--- src/rtl/spi_reg_pkg.sv ---
// Shared definitions for the SPI register bridge: register map, CTRL bits,
// command-decoder state encoding and the default ID value.
package spi_reg_pkg;

  localparam int unsigned ADDR_W = 3;
  localparam int unsigned DATA_W = 8;

  localparam logic [ADDR_W-1:0] ADDR_ID        = 3'd0;
  localparam logic [ADDR_W-1:0] ADDR_CTRL      = 3'd1;
  localparam logic [ADDR_W-1:0] ADDR_BLINK_DIV = 3'd2;
  localparam logic [ADDR_W-1:0] ADDR_STATUS    = 3'd3;
  localparam logic [ADDR_W-1:0] ADDR_SCRATCH0  = 3'd4;
  localparam logic [ADDR_W-1:0] ADDR_SCRATCH1  = 3'd5;
  localparam logic [ADDR_W-1:0] ADDR_SCRATCH2  = 3'd6;
  localparam logic [ADDR_W-1:0] ADDR_SCRATCH3  = 3'd7;

  localparam int unsigned CTRL_LED_ON   = 0;
  localparam int unsigned CTRL_BLINK_EN = 1;
  localparam int unsigned CTRL_W        = 2;

  localparam logic [DATA_W-1:0] ID_VALUE_DEFAULT = 8'hA5;

  typedef enum logic [1:0] {
    ST_IDLE = 2'd0,
    ST_CMD  = 2'd1,
    ST_DATA = 2'd2
  } state_e;

endpackage

--- src/rtl/led_blinker.sv ---
// LED driver: steady level from led_on, or a toggle every
// (div+1) * 2^PRESCALE_W clocks while blinking is enabled.
module led_blinker
  import spi_reg_pkg::*;
#(
  parameter int unsigned PRESCALE_W = 16
) (
  input  logic              clk_i,
  input  logic              rst_ni,
  input  logic              led_on_i,
  input  logic              blink_en_i,
  input  logic [DATA_W-1:0] div_i,
  input  logic              div_restart_i,
  output logic              led_o,
  output logic              phase_o
);

  logic [PRESCALE_W-1:0] pre_q;
  logic [DATA_W-1:0]     cnt_q;
  logic                  led_q;
  logic                  phase_q;

  // Prescaler/divider chain; counters idle at zero whenever blinking is off.
  always_ff @(posedge clk_i) begin
    if (!rst_ni) begin
      pre_q   <= '0;
      cnt_q   <= '0;
      led_q   <= 1'b0;
      phase_q <= 1'b0;
    end else if (!blink_en_i) begin
      pre_q   <= '0;
      cnt_q   <= '0;
      led_q   <= led_on_i;
      phase_q <= 1'b0;
    end else if (div_restart_i) begin
      pre_q <= '0;
      cnt_q <= '0;
    end else begin
      pre_q <= pre_q + PRESCALE_W'(1);
      if (pre_q == '1) begin
        if (cnt_q == div_i) begin
          cnt_q   <= '0;
          led_q   <= ~led_q;
          phase_q <= ~phase_q;
        end else begin
          cnt_q <= cnt_q + DATA_W'(1);
        end
      end
    end
  end

  assign led_o   = led_q;
  assign phase_o = phase_q;

endmodule

--- src/rtl/spi_reg_bridge.sv ---
// SPI byte-stream command decoder and 8-entry register file.
// Optional build macro SPI_REG_BRIDGE_ERRCNT_EN turns register 4 into a
// read-only saturating count of aborted frames.
module spi_reg_bridge
  import spi_reg_pkg::*;
#(
  parameter logic [7:0]  ID_VALUE   = ID_VALUE_DEFAULT,
  parameter int unsigned PRESCALE_W = 16
) (
  input  logic       i_clk,
  input  logic       i_rst_n,
  input  logic       i_frame_active,
  input  logic       i_rx_valid,
  input  logic [7:0] i_rx_data,
  output logic [7:0] o_tx_data,
  output logic       o_led,
  output logic       o_frame_done
);

`ifdef SPI_REG_BRIDGE_ERRCNT_EN
  localparam bit ERRCNT_EN = 1'b1;
`else
  localparam bit ERRCNT_EN = 1'b0;
`endif

  state_e              state_q;
  logic                frame_prev_q;
  logic                dir_wr_q;
  logic [ADDR_W-1:0]   addr_q;
  logic [DATA_W-1:0]   tx_q;
  logic                done_q;
  logic [3:0]          frame_cnt_q;
  logic [CTRL_W-1:0]   ctrl_q;
  logic [DATA_W-1:0]   div_q;
  logic [DATA_W-1:0]   scratch_q [4];
  logic                blink_phase;

  logic                frame_end_c;
  logic                wr_en_c;
  logic                div_wr_c;
  logic [ADDR_W-1:0]   rd_addr_c;
  logic [DATA_W-1:0]   rd_data_c;
  logic [DATA_W-1:0]   status_c;

`ifdef SPI_REG_BRIDGE_ERRCNT_EN
  logic [DATA_W-1:0]   errcnt_q;
  logic                data_seen_q;
  logic                abort_c;
`endif

  // Frame bookkeeping and write strobes shared by the FSM and register file.
  always_comb begin
    frame_end_c = (state_q != ST_IDLE) && !i_frame_active;
    wr_en_c     = (state_q == ST_DATA) && i_rx_valid && dir_wr_q;
    div_wr_c    = wr_en_c && (addr_q == ADDR_BLINK_DIV);
    rd_addr_c   = (state_q == ST_CMD) ? i_rx_data[ADDR_W-1:0] : addr_q;
    status_c    = {frame_cnt_q, 2'b00, blink_phase, o_led};
  end

  // Register read mux; reflects the values before any write this cycle.
  always_comb begin
    rd_data_c = '0;
    case (rd_addr_c)
      ADDR_ID:        rd_data_c = ID_VALUE;
      ADDR_CTRL:      rd_data_c = DATA_W'(ctrl_q);
      ADDR_BLINK_DIV: rd_data_c = div_q;
      ADDR_STATUS:    rd_data_c = status_c;
`ifdef SPI_REG_BRIDGE_ERRCNT_EN
      ADDR_SCRATCH0:  rd_data_c = errcnt_q;
`else
      ADDR_SCRATCH0:  rd_data_c = scratch_q[rd_addr_c[1:0]];
`endif
      ADDR_SCRATCH1,
      ADDR_SCRATCH2,
      ADDR_SCRATCH3:  rd_data_c = scratch_q[rd_addr_c[1:0]];
      default:        rd_data_c = '0;
    endcase
  end

  // Command decoder: frame edge detect, command latch, auto-increment, tx byte.
  always_ff @(posedge i_clk) begin
    if (!i_rst_n) begin
      state_q      <= ST_IDLE;
      frame_prev_q <= 1'b1;
      dir_wr_q     <= 1'b0;
      addr_q       <= '0;
      tx_q         <= '0;
      done_q       <= 1'b0;
      frame_cnt_q  <= '0;
    end else begin
      frame_prev_q <= i_frame_active;
      done_q       <= 1'b0;
      case (state_q)
        ST_IDLE: begin
          if (i_frame_active && !frame_prev_q) begin
            state_q <= ST_CMD;
            tx_q    <= status_c;
          end
        end
        ST_CMD: begin
          if (i_rx_valid) begin
            state_q  <= ST_DATA;
            dir_wr_q <= i_rx_data[7];
            if (i_rx_data[7]) begin
              addr_q <= i_rx_data[ADDR_W-1:0];
            end else begin
              addr_q <= i_rx_data[ADDR_W-1:0] + ADDR_W'(1);
              tx_q   <= rd_data_c;
            end
          end
        end
        ST_DATA: begin
          if (i_rx_valid) begin
            addr_q <= addr_q + ADDR_W'(1);
            if (!dir_wr_q) begin
              tx_q <= rd_data_c;
            end
          end
        end
        default: state_q <= ST_IDLE;
      endcase
      // A byte arriving with the frame end is handled above before leaving.
      if (frame_end_c) begin
        state_q     <= ST_IDLE;
        done_q      <= 1'b1;
        frame_cnt_q <= frame_cnt_q + 4'd1;
      end
    end
  end

  // Writable registers; read-only addresses silently drop writes.
  always_ff @(posedge i_clk) begin
    if (!i_rst_n) begin
      ctrl_q <= '0;
      div_q  <= '0;
      for (int i = 0; i < 4; i++) begin
        scratch_q[i] <= '0;
      end
    end else if (wr_en_c) begin
      case (addr_q)
        ADDR_CTRL:      ctrl_q <= i_rx_data[CTRL_W-1:0];
        ADDR_BLINK_DIV: div_q  <= i_rx_data;
        default: begin
          if (addr_q[2] && !(ERRCNT_EN && (addr_q == ADDR_SCRATCH0))) begin
            scratch_q[addr_q[1:0]] <= i_rx_data;
          end
        end
      endcase
    end
  end

`ifdef SPI_REG_BRIDGE_ERRCNT_EN
  // Abort: frame closed with no command byte, or a write command with no data.
  always_comb begin
    abort_c = frame_end_c &&
              (((state_q == ST_CMD) && (!i_rx_valid || i_rx_data[7])) ||
               ((state_q == ST_DATA) && dir_wr_q && !data_seen_q && !i_rx_valid));
  end

  // Saturating abort counter plus the "write data seen" flag it relies on.
  always_ff @(posedge i_clk) begin
    if (!i_rst_n) begin
      errcnt_q    <= '0;
      data_seen_q <= 1'b0;
    end else begin
      if (abort_c && (errcnt_q != 8'hFF)) begin
        errcnt_q <= errcnt_q + DATA_W'(1);
      end
      if (state_q == ST_CMD) begin
        data_seen_q <= 1'b0;
      end else if (wr_en_c) begin
        data_seen_q <= 1'b1;
      end
    end
  end
`endif

  led_blinker #(
    .PRESCALE_W (PRESCALE_W)
  ) u_blinker (
    .clk_i         (i_clk),
    .rst_ni        (i_rst_n),
    .led_on_i      (ctrl_q[CTRL_LED_ON]),
    .blink_en_i    (ctrl_q[CTRL_BLINK_EN]),
    .div_i         (div_q),
    .div_restart_i (div_wr_c),
    .led_o         (o_led),
    .phase_o       (blink_phase)
  );

  assign o_tx_data    = tx_q;
  assign o_frame_done = done_q;

endmodule

--- config.mk ---
export PLATFORM = sky130hd
export DESIGN_NAME = spi_reg_bridge
export DESIGN_NICKNAME = d
export VERILOG_FILES = /design/src/rtl/spi_reg_pkg.sv /design/src/rtl/led_blinker.sv /design/src/rtl/spi_reg_bridge.sv
export SDC_FILE = /design/constraint.sdc
export NUM_CORES = 1
export LEC_CHECK = 0
export ABC_AREA = 0
export CAP_MARGIN = 20
export CORE_MARGIN = 3
export CORE_UTILIZATION = 31
export DETAILED_ROUTE_END_ITERATION = 6
export GPL_TIMING_DRIVEN = 0
export PLACE_DENSITY = 0.45
export SLEW_MARGIN = 20
export SYNTH_ARGS = -nofsm -noshare
export SYNTH_HDL_FRONTEND = slang
export SYNTH_SLANG_ARGS = --single-unit
--- constraint.sdc ---
create_clock -name i_clk -period 3.7 [get_ports i_clk]
set_input_delay 0.74 -clock i_clk [delete_from_list [all_inputs] [get_ports i_clk]]
set_output_delay 0.74 -clock i_clk [all_outputs]
set_load 0.005 [all_outputs]
==> results of run 1 <==
worst max path at each step:
stage                       from                             to  slack (ns)  depth (start not counted)
floorplan           i_rx_data[0]      o_tx_data[7]$_SDFFE_PN0P_        1.45                          7
global placement      i_rx_valid  scratch_q[0][0]$_SDFFCE_PN0P_       -0.17                          6
detailed placement    i_rx_valid  scratch_q[0][0]$_SDFFCE_PN0P_       -0.16                          6
CTS                   i_rx_valid  scratch_q[0][6]$_SDFFCE_PN0P_        0.20                          6
global route          i_rx_valid  scratch_q[1][7]$_SDFFCE_PN0P_        0.12                          6
finish                i_rx_valid  scratch_q[1][2]$_SDFFCE_PN0P_        0.31                          6
cell type report:
| class | count | area, sq um |
|---|---|---|
| multi-input cells | 320 | 2160 |
| well taps | 176 | 220 |
| clock buffers | 10 | 239 |
| plain buffers | 20 | 78.8 |
| clock inverters | 6 | 41.3 |
| repair buffers | 19 | 190 |
| fillers | 1326 | 8440 |
| flip-flops and latches | 88 | 2080 |
| inverters | 14 | 52.6 |
layer usage:
metal  vias to the layer above  part of all wire  global-route usage  wire length, um
li1                       1658                 -                   -                -
met1                      1595              0.51               0.228             5860
met2                        75              0.43               0.222             4940
met3                        11             0.047              0.0352              539
met4                         0             0.012              0.0406              138
met5                         -                 0                   0                0
cells in the mapped netlist, drive strengths merged:
library cell,instances,area (sq um)
mux4,4,90.1
dfxtp,56,1120
mux2,3,33.8
nand4,10,75.1
nor2,42,158
a21oi,14,70.1
xor2,9,78.8
and3,14,87.6
a211oi,4,30.0
a21boi,1,7.51
nor4b,1,8.76
nor3,8,40.0
nor4,2,18.8
o221a,1,11.3
or4,5,37.5
a41oi,1,8.76
edfxtp,32,961
or4b,2,23.8
o22ai,4,25.0
a2bb2oi,3,26.3
o2111ai,5,43.8
o211ai,3,22.5
a2111oi,1,8.76
nand3b,1,7.51
ha,12,150
clkbuf,17,63.8
a221oi,1,8.76
mux2i,21,214
and2,26,163
nand2b,6,37.5
nand2,32,120
xnor2,19,166
nand3,18,90.1
o311ai,3,26.3
o21ai,23,115
nor2b,5,31.3
a31o,3,26.3
or3,5,31.3
a31oi,4,25.0
nand4b,1,8.76
o2111a,2,22.5
buf,3,15.0
inv,14,52.6
a22oi,1,7.51
critical path, delay by kind of cell:
family / cells / cell delay [ns]
and+or+nand+nor: 5 / 2.06
buffers and inverters: 1 / 0.59
metrics by stage:
step / cells / cell area (sq um) / worst slack, ns / power (mW)
2_1_floorplan: 442 / 4370 / 1.45 / 1.51
3_5_place_dp: 637 / 4780 / -0.162 / 1.74
3_3_place_gp: 637 / 4780 / -0.171 / 1.74
5_1_grt: 653 / 5070 / 0.120 / 2.74
6_report: 653 / 5070 / 0.311 / 2.59
4_1_cts: 653 / 5060 / 0.205 / 2.62
repair_timing:
item / 4_1_cts / 5_1_grt
buffers inserted: 0 / 0
gates resized for setup: 0 / 1
endpoints found under the setup margin: 0 / 8
logic make-up after synthesis:
family          Yosys count
xor+xnor                 28
buf+inv                  34
fa+ha+maj                12
mux                      28
simple gates            178
flops                    88
compound gates           74
power by group:
group / internal [mW] / switching (mW)
Sequential: 1.06 / 0.0442
Combinational: 0.246 / 0.373
Clock: 0.475 / 0.397
Total: 1.78 / 0.814
state kept, by name (all words and copies together) (netlist names):
name,count
frame_cnt_q,4
u_blinker.led_o,1
o_tx_data,8
o_frame_done,1
state_q,2
dir_wr_q,1
ctrl_q,2
u_blinker.cnt_q,8
frame_prev_q,1
div_q,8
u_blinker.pre_q,16
u_blinker.phase_o,1
addr_q,3
scratch_q,32
==> impl_metrics.py, run 1 <==
metrics = {
    "clocking": {
        "cts_max_level": 3,
        "cts_tree": "built",
        "cts_sinks": 88,
        "cts_root_buf": "clkbuf_16",
        "clkLatencyLatePin_ns": 0.35,
        "ctsHoldBuffers": 0,
        "cts_buffers": 9,
        "cts_buffer_depth": 2,
        "path_clk_slew_ns": 0.07,
    },
    "detailed_routing": {
        "drtIter0Drc": 330,
        "drc": 0,
        "via_per_inst": 5.11,
        "wl_per_cell_um": 17.6,
        "routed_wl_mm": 11.5,
        "postRouteAntennaNets": 0,
        "vias": 3339,
        "firstDrtPassIters": 5,
    },
    "floorplanning": {
        "die_x_um": 125,
        "start_util": 0.324,
        "ios": 22,
        "die_area_sq_um": 15600,
        "fp.dieH_um": 125,
        "core_area_sq_um": 13500,
        "placementRows": 42,
    },
    "cells_and_area": {
        "most-common-layout-cells": "dfxtp_1 (56), nor2_1 (42), nand2_1 (32), edfxtp_1 (32), and2_1 (26)",
        "n_antenna_cell": 0,
        "final_nets": 496,
        "postLayoutCoreUtil": 0.375,
        "drive_above_1_share": 0.0734,
        "final_common_cell": "dfxtp_1",
        "area.growth.synth_to_final_pct": 15.9,
    },
    "setup_path": {
        "cp_slowest_stage_delay_ns": 0.71,
        "cp_slowest_cell": "nor3_1",
        "r2r-end": "scratch_q[1][2]$_SDFFCE_PN0P_",
        "worst-setup-path-type": "primary input to flip-flop",
        "critPathLaunchType": "primary input",
        "cp_max_fo": 9,
        "ff2ff_path_depth": 7,
        "crit_arrival_ns": 3.40,
        "crit_path_end_kind": "flip-flop",
        "reg2reg_slack_ns": 0.62,
        "path_cells": "clkdlybuf4s50_1 -> nand3_1 -> nor2_1 -> nand2_1 -> nor3_1 -> nand2b_1",
        "r2r_start": "state_q[0]$_SDFFE_PP0P_",
        "critPathRequiredTime_ns": 3.71,
    },
    "timing": {
        "holdWs_ns": 0.463,
        "worstMarginPinSlew_ns": 0.950,
        "setup_viol_count_final": 0,
        "min_period_ns": 3.39,
        "slew_viol_final": 0,
        "rsz0062_at_grt": "no",
        "fmax_ghz": 0.295,
        "relSlewSlack": 0.349,
        "setup_tns_ns": 0,
        "finalHoldViolCount": 0,
        "skew_ns": 0.0153,
        "fin_crit_sh": 0.916,
    },
    "placed_design": {
        "globalplace.congestion": 0.794,
        "port_buffers": 19,
        "dp_hpwl_mm": 8.22,
    },
    "global_routing": {
        "grt.total_usage": 0.153,
        "grt_max_degree": 16,
        "grt_pass1_vias": 3246,
        "grt_pass1_wl_mm": 18.6,
        "antenna_found_initial": 0,
        "grt_overflow": 0,
    },
    "synth": {
        "ys_ff_latch": 88,
        "ys_warn_count": 0,
        "synthSimpleGateAreaFrac": 0.215,
        "yosysUniqueCellTypes": 48,
        "synth-adder-area-share": 0.0344,
        "synthesis.nets": 466,
        "avgSynthCellArea_sq_um": 9.89,
        "synth_cells": 442,
        "synth_xor_area_frac": 0.0561,
        "synth_top_family_by_area": "simple AND/OR/NAND/NOR gates",
        "ys_seq_area_frac": 0.476,
        "synthMuxAreaShare": 0.0773,
        "synth_compound_area_frac": 0.111,
        "synth_area_sq_um": 4370,
    },
    "power_and_ir_drop": {
        "ir_drop_mv": 0.303,
        "total_leakage_power_nw": 1.77,
        "p_per_area_nw_per_um2": 512,
    },
    "min_path": {
        "min-delay-start": "u_blinker.pre_q[0]$_SDFF_PP0_",
        "min_path_cells": 1,
        "min_to": "u_blinker.pre_q[0]$_SDFF_PP0_",
        "hold_path_class": "flip-flop to flip-flop",
    },
    "status": {
        "status": "finished, final reports clean",
    },
    "flow_run": {
        "drv_cap": 0,
    },
}
Power figures use the tool's default switching activity.
==> run 2: changes to the inputs <==
--- a/config.mk
+++ b/config.mk
@@ -5,7 +5,6 @@
 export SDC_FILE = /design/constraint.sdc
 export NUM_CORES = 1
 export LEC_CHECK = 0
-export ABC_AREA = 0
 export CAP_MARGIN = 20
 export CORE_MARGIN = 3
 export CORE_UTILIZATION = 31
==> results of run 2 <==
Same layout as run 1: the final DEF is identical, and so are final timing and power.
==> run 3: changes to the inputs <==
--- a/config.mk
+++ b/config.mk
@@ -9,7 +9,7 @@
 export CORE_MARGIN = 3
 export CORE_UTILIZATION = 31
 export DETAILED_ROUTE_END_ITERATION = 6
-export GPL_TIMING_DRIVEN = 0
+export GPL_TIMING_DRIVEN = 1
 export PLACE_DENSITY = 0.45
 export SLEW_MARGIN = 20
 export SYNTH_ARGS = -nofsm -noshare
==> constraint.sdc (replaced) <==
create_clock -name i_clk -period 3.4 [get_ports i_clk]
set_input_delay 0.68 -clock i_clk [delete_from_list [all_inputs] [get_ports i_clk]]
set_output_delay 0.68 -clock i_clk [all_outputs]
set_load 0.005 [all_outputs]
==> run 3 against run 2 <==
Via count shrank 2.2%. Global-route usage shrank 0.64 points. Combinational power grew 3%. Sequential share of layout area shrank 0.18 points. Non-clock buffer count shrank 5.
==> impl_metrics.py, run 3 (same netlist as run 1, synthesis figures left out) <==
metrics = {
    "power_and_ir_drop": {
        "sw_frac_of_total": 0.300,
        "p_sw_mw": 0.830,
        "p_per_area_nw_per_um2": 543,
        "ir_drop_mv": 0.397,
        "p_int_mw": 1.93,
        "clock_power_share": 0.333,
        "seq_power_share": 0.437,
        "combPwrFrac": 0.230,
        "total_leakage_power_nw": 1.80,
    },
    "setup_path": {
        "path_cells": "inv_1 -> ha_1 -> mux2i_2 -> buf_4 -> a31oi_1 -> a2111oi_0 -> a211oi_1",
        "crit_path_end_kind": "flip-flop",
        "cpLargestDelayFamily": "multiplexers",
        "r2r_start": "state_q[1]$_SDFFE_PP0P_",
        "critPathLaunchType": "flip-flop",
        "worst-setup-path-type": "flip-flop to flip-flop",
        "cp_slowest_cell": "mux2i_2",
        "cp_max_fo": 12,
        "ff2ff_path_depth": 7,
        "crit_arrival_ns": 2.68,
        "cp_slowest_stage_delay_ns": 0.56,
        "r2r-end": "o_tx_data[5]$_SDFFE_PN0P_",
        "reg2reg_slack_ns": 0.91,
        "crit_buf_inv": 2,
        "critPathRequiredTime_ns": 3.59,
    },
    "clocking": {
        "clkLatencyLatePin_ns": 0.35,
        "cts_sinks": 88,
        "ctsHoldBuffers": 0,
        "cts_max_level": 3,
        "cts_tree": "built",
        "cts_root_buf": "clkbuf_16",
        "path_clk_slew_ns": 0.06,
        "post_cts_resized": 0,
        "cts_buffers": 9,
        "cts_setup_buffers": 0,
        "cts_buffer_depth": 2,
    },
    "timing": {
        "slew_viol_final": 0,
        "finalHoldViolCount": 0,
        "setup_slack_ns": 0.909,
        "worstMarginPinSlew_ns": 0.872,
        "setup_tns_ns": 0,
        "min_period_ns": 2.49,
        "relSlewSlack": 0.418,
        "fin_crit_sh": 0.733,
        "fmax_ghz": 0.401,
        "setup_viol_count_final": 0,
        "rsz0062_at_grt": "no",
        "skew_ns": 0.00640,
    },
    "floorplanning": {
        "die_x_um": 125,
        "ios": 22,
        "placementRows": 42,
        "die_area_sq_um": 15600,
        "start_util": 0.324,
        "core_area_sq_um": 13500,
        "fp.dieH_um": 125,
    },
    "detailed_routing": {
        "routed_wl_mm": 11.2,
        "via_per_inst": 5.04,
        "top_layer": "met4",
        "wl_met3_um": 516,
        "wl_per_cell_um": 17.3,
        "drtIter0Drc": 229,
        "firstDrtPassIters": 4,
        "met2_length_mm": 4.51,
        "drc": 0,
        "postRouteAntennaNets": 0,
        "wl_met1_mm": 6.00,
        "vias": 3267,
    },
    "min_path": {
        "min-delay-start": "u_blinker.pre_q[0]$_SDFF_PP0_",
        "min_path_cells": 1,
        "min_to": "u_blinker.pre_q[0]$_SDFF_PP0_",
        "hold_path_class": "flip-flop to flip-flop",
    },
    "placed_design": {
        "dp_hpwl_mm": 8.12,
        "port_buffers": 21,
        "post-place-ws_ns": 0.630,
        "globalplace.congestion": 0.830,
        "dp_cells": 632,
    },
    "cells_and_area": {
        "final_nets": 491,
        "area.growth.synth_to_final_pct": 16.4,
        "top_register": "scratch_q",
        "final_common_cell": "dfxtp_1",
        "reg.largest.list": "scratch_q x32, u_blinker.pre_q x16",
        "n_antenna_cell": 0,
        "most-common-layout-cells": "dfxtp_1 (56), nor2_1 (42), nand2_1 (32), edfxtp_1 (32), and2_1 (26)",
        "instances_no_fill": 648,
        "largest_reg_flops": 32,
        "drive_above_1_share": 0.0869,
        "postLayoutCoreUtil": 0.377,
    },
    "flow_run": {
        "drv_cap": 0,
    },
    "global_routing": {
        "grt_pass1_wl_mm": 17.8,
        "grt_max_degree": 28,
        "grt_overflow": 0,
        "grt_pass1_vias": 3062,
        "grt.total_usage": 0.147,
        "antenna_found_initial": 0,
    },
    "status": {
        "status": "finished, final reports clean",
    },
}
## run 3: changes by cell type in the layout (fill, tap and decap cells not counted), sizes merged
cell	delta
clkinv	-2
clkbuf	-13
clkdlybuf4s50	+2
buf	+10
inv	-2
## run 3: per-layer routing
layer,GRT usage,vias up
met1,0.226,1549
met5,0,-
li1,-,1648
met3,0.0433,16
met4,0.0445,0
met2,0.194,54
## run 3: layout make-up
cell class              instances  area [sq um]
repair buffers                 34           308
multi-input cells             320          2160
clock inverters                 2          15.0
clock buffers                  14           254
fillers                      1369          8420
inverters                      14          52.6
flip-flops and latches         88          2080
well taps                     176           220
## run 3: worst max-delay path by stage
stage / start / slack (ns) / cells past startpoint / endpoint
3_3_place_gp: i_rx_data[2] / 0.64 / 6 / o_tx_data[5]$_SDFFE_PN0P_
2_1_floorplan: i_rx_data[0] / 1.21 / 7 / o_tx_data[7]$_SDFFE_PN0P_
6_report: state_q[1]$_SDFFE_PP0P_ / 0.91 / 7 / o_tx_data[5]$_SDFFE_PN0P_
5_1_grt: state_q[1]$_SDFFE_PP0P_ / 0.69 / 7 / o_tx_data[5]$_SDFFE_PN0P_
3_5_place_dp: i_rx_data[2] / 0.63 / 6 / o_tx_data[5]$_SDFFE_PN0P_
4_1_cts: state_q[1]$_SDFFE_PP0P_ / 0.90 / 7 / o_tx_data[5]$_SDFFE_PN0P_
## run 3: stage by stage
| step | hold WS, ns | total power [mW] | cell area, sq um |
|---|---|---|---|
| finish | 0.456 | 2.76 | 5090 |
| global route | 0.493 | 2.91 | 5090 |
| CTS | 0.460 | 2.80 | 5090 |
| detailed placement | 0.445 | 1.87 | 4820 |
| global placement | 0.442 | 1.86 | 4820 |
| floorplan | 0.426 | 1.64 | 4370 |
## run 3: power groups by stage
stage	logic (mW)	registers, mW	clock network, mW
5_1_grt	0.703	1.22	0.990
3_5_place_dp	0.635	1.23	0
4_1_cts	0.636	1.21	0.955
6_report	0.635	1.21	0.921
3_3_place_gp	0.633	1.23	0
2_1_floorplan	0.434	1.21	0
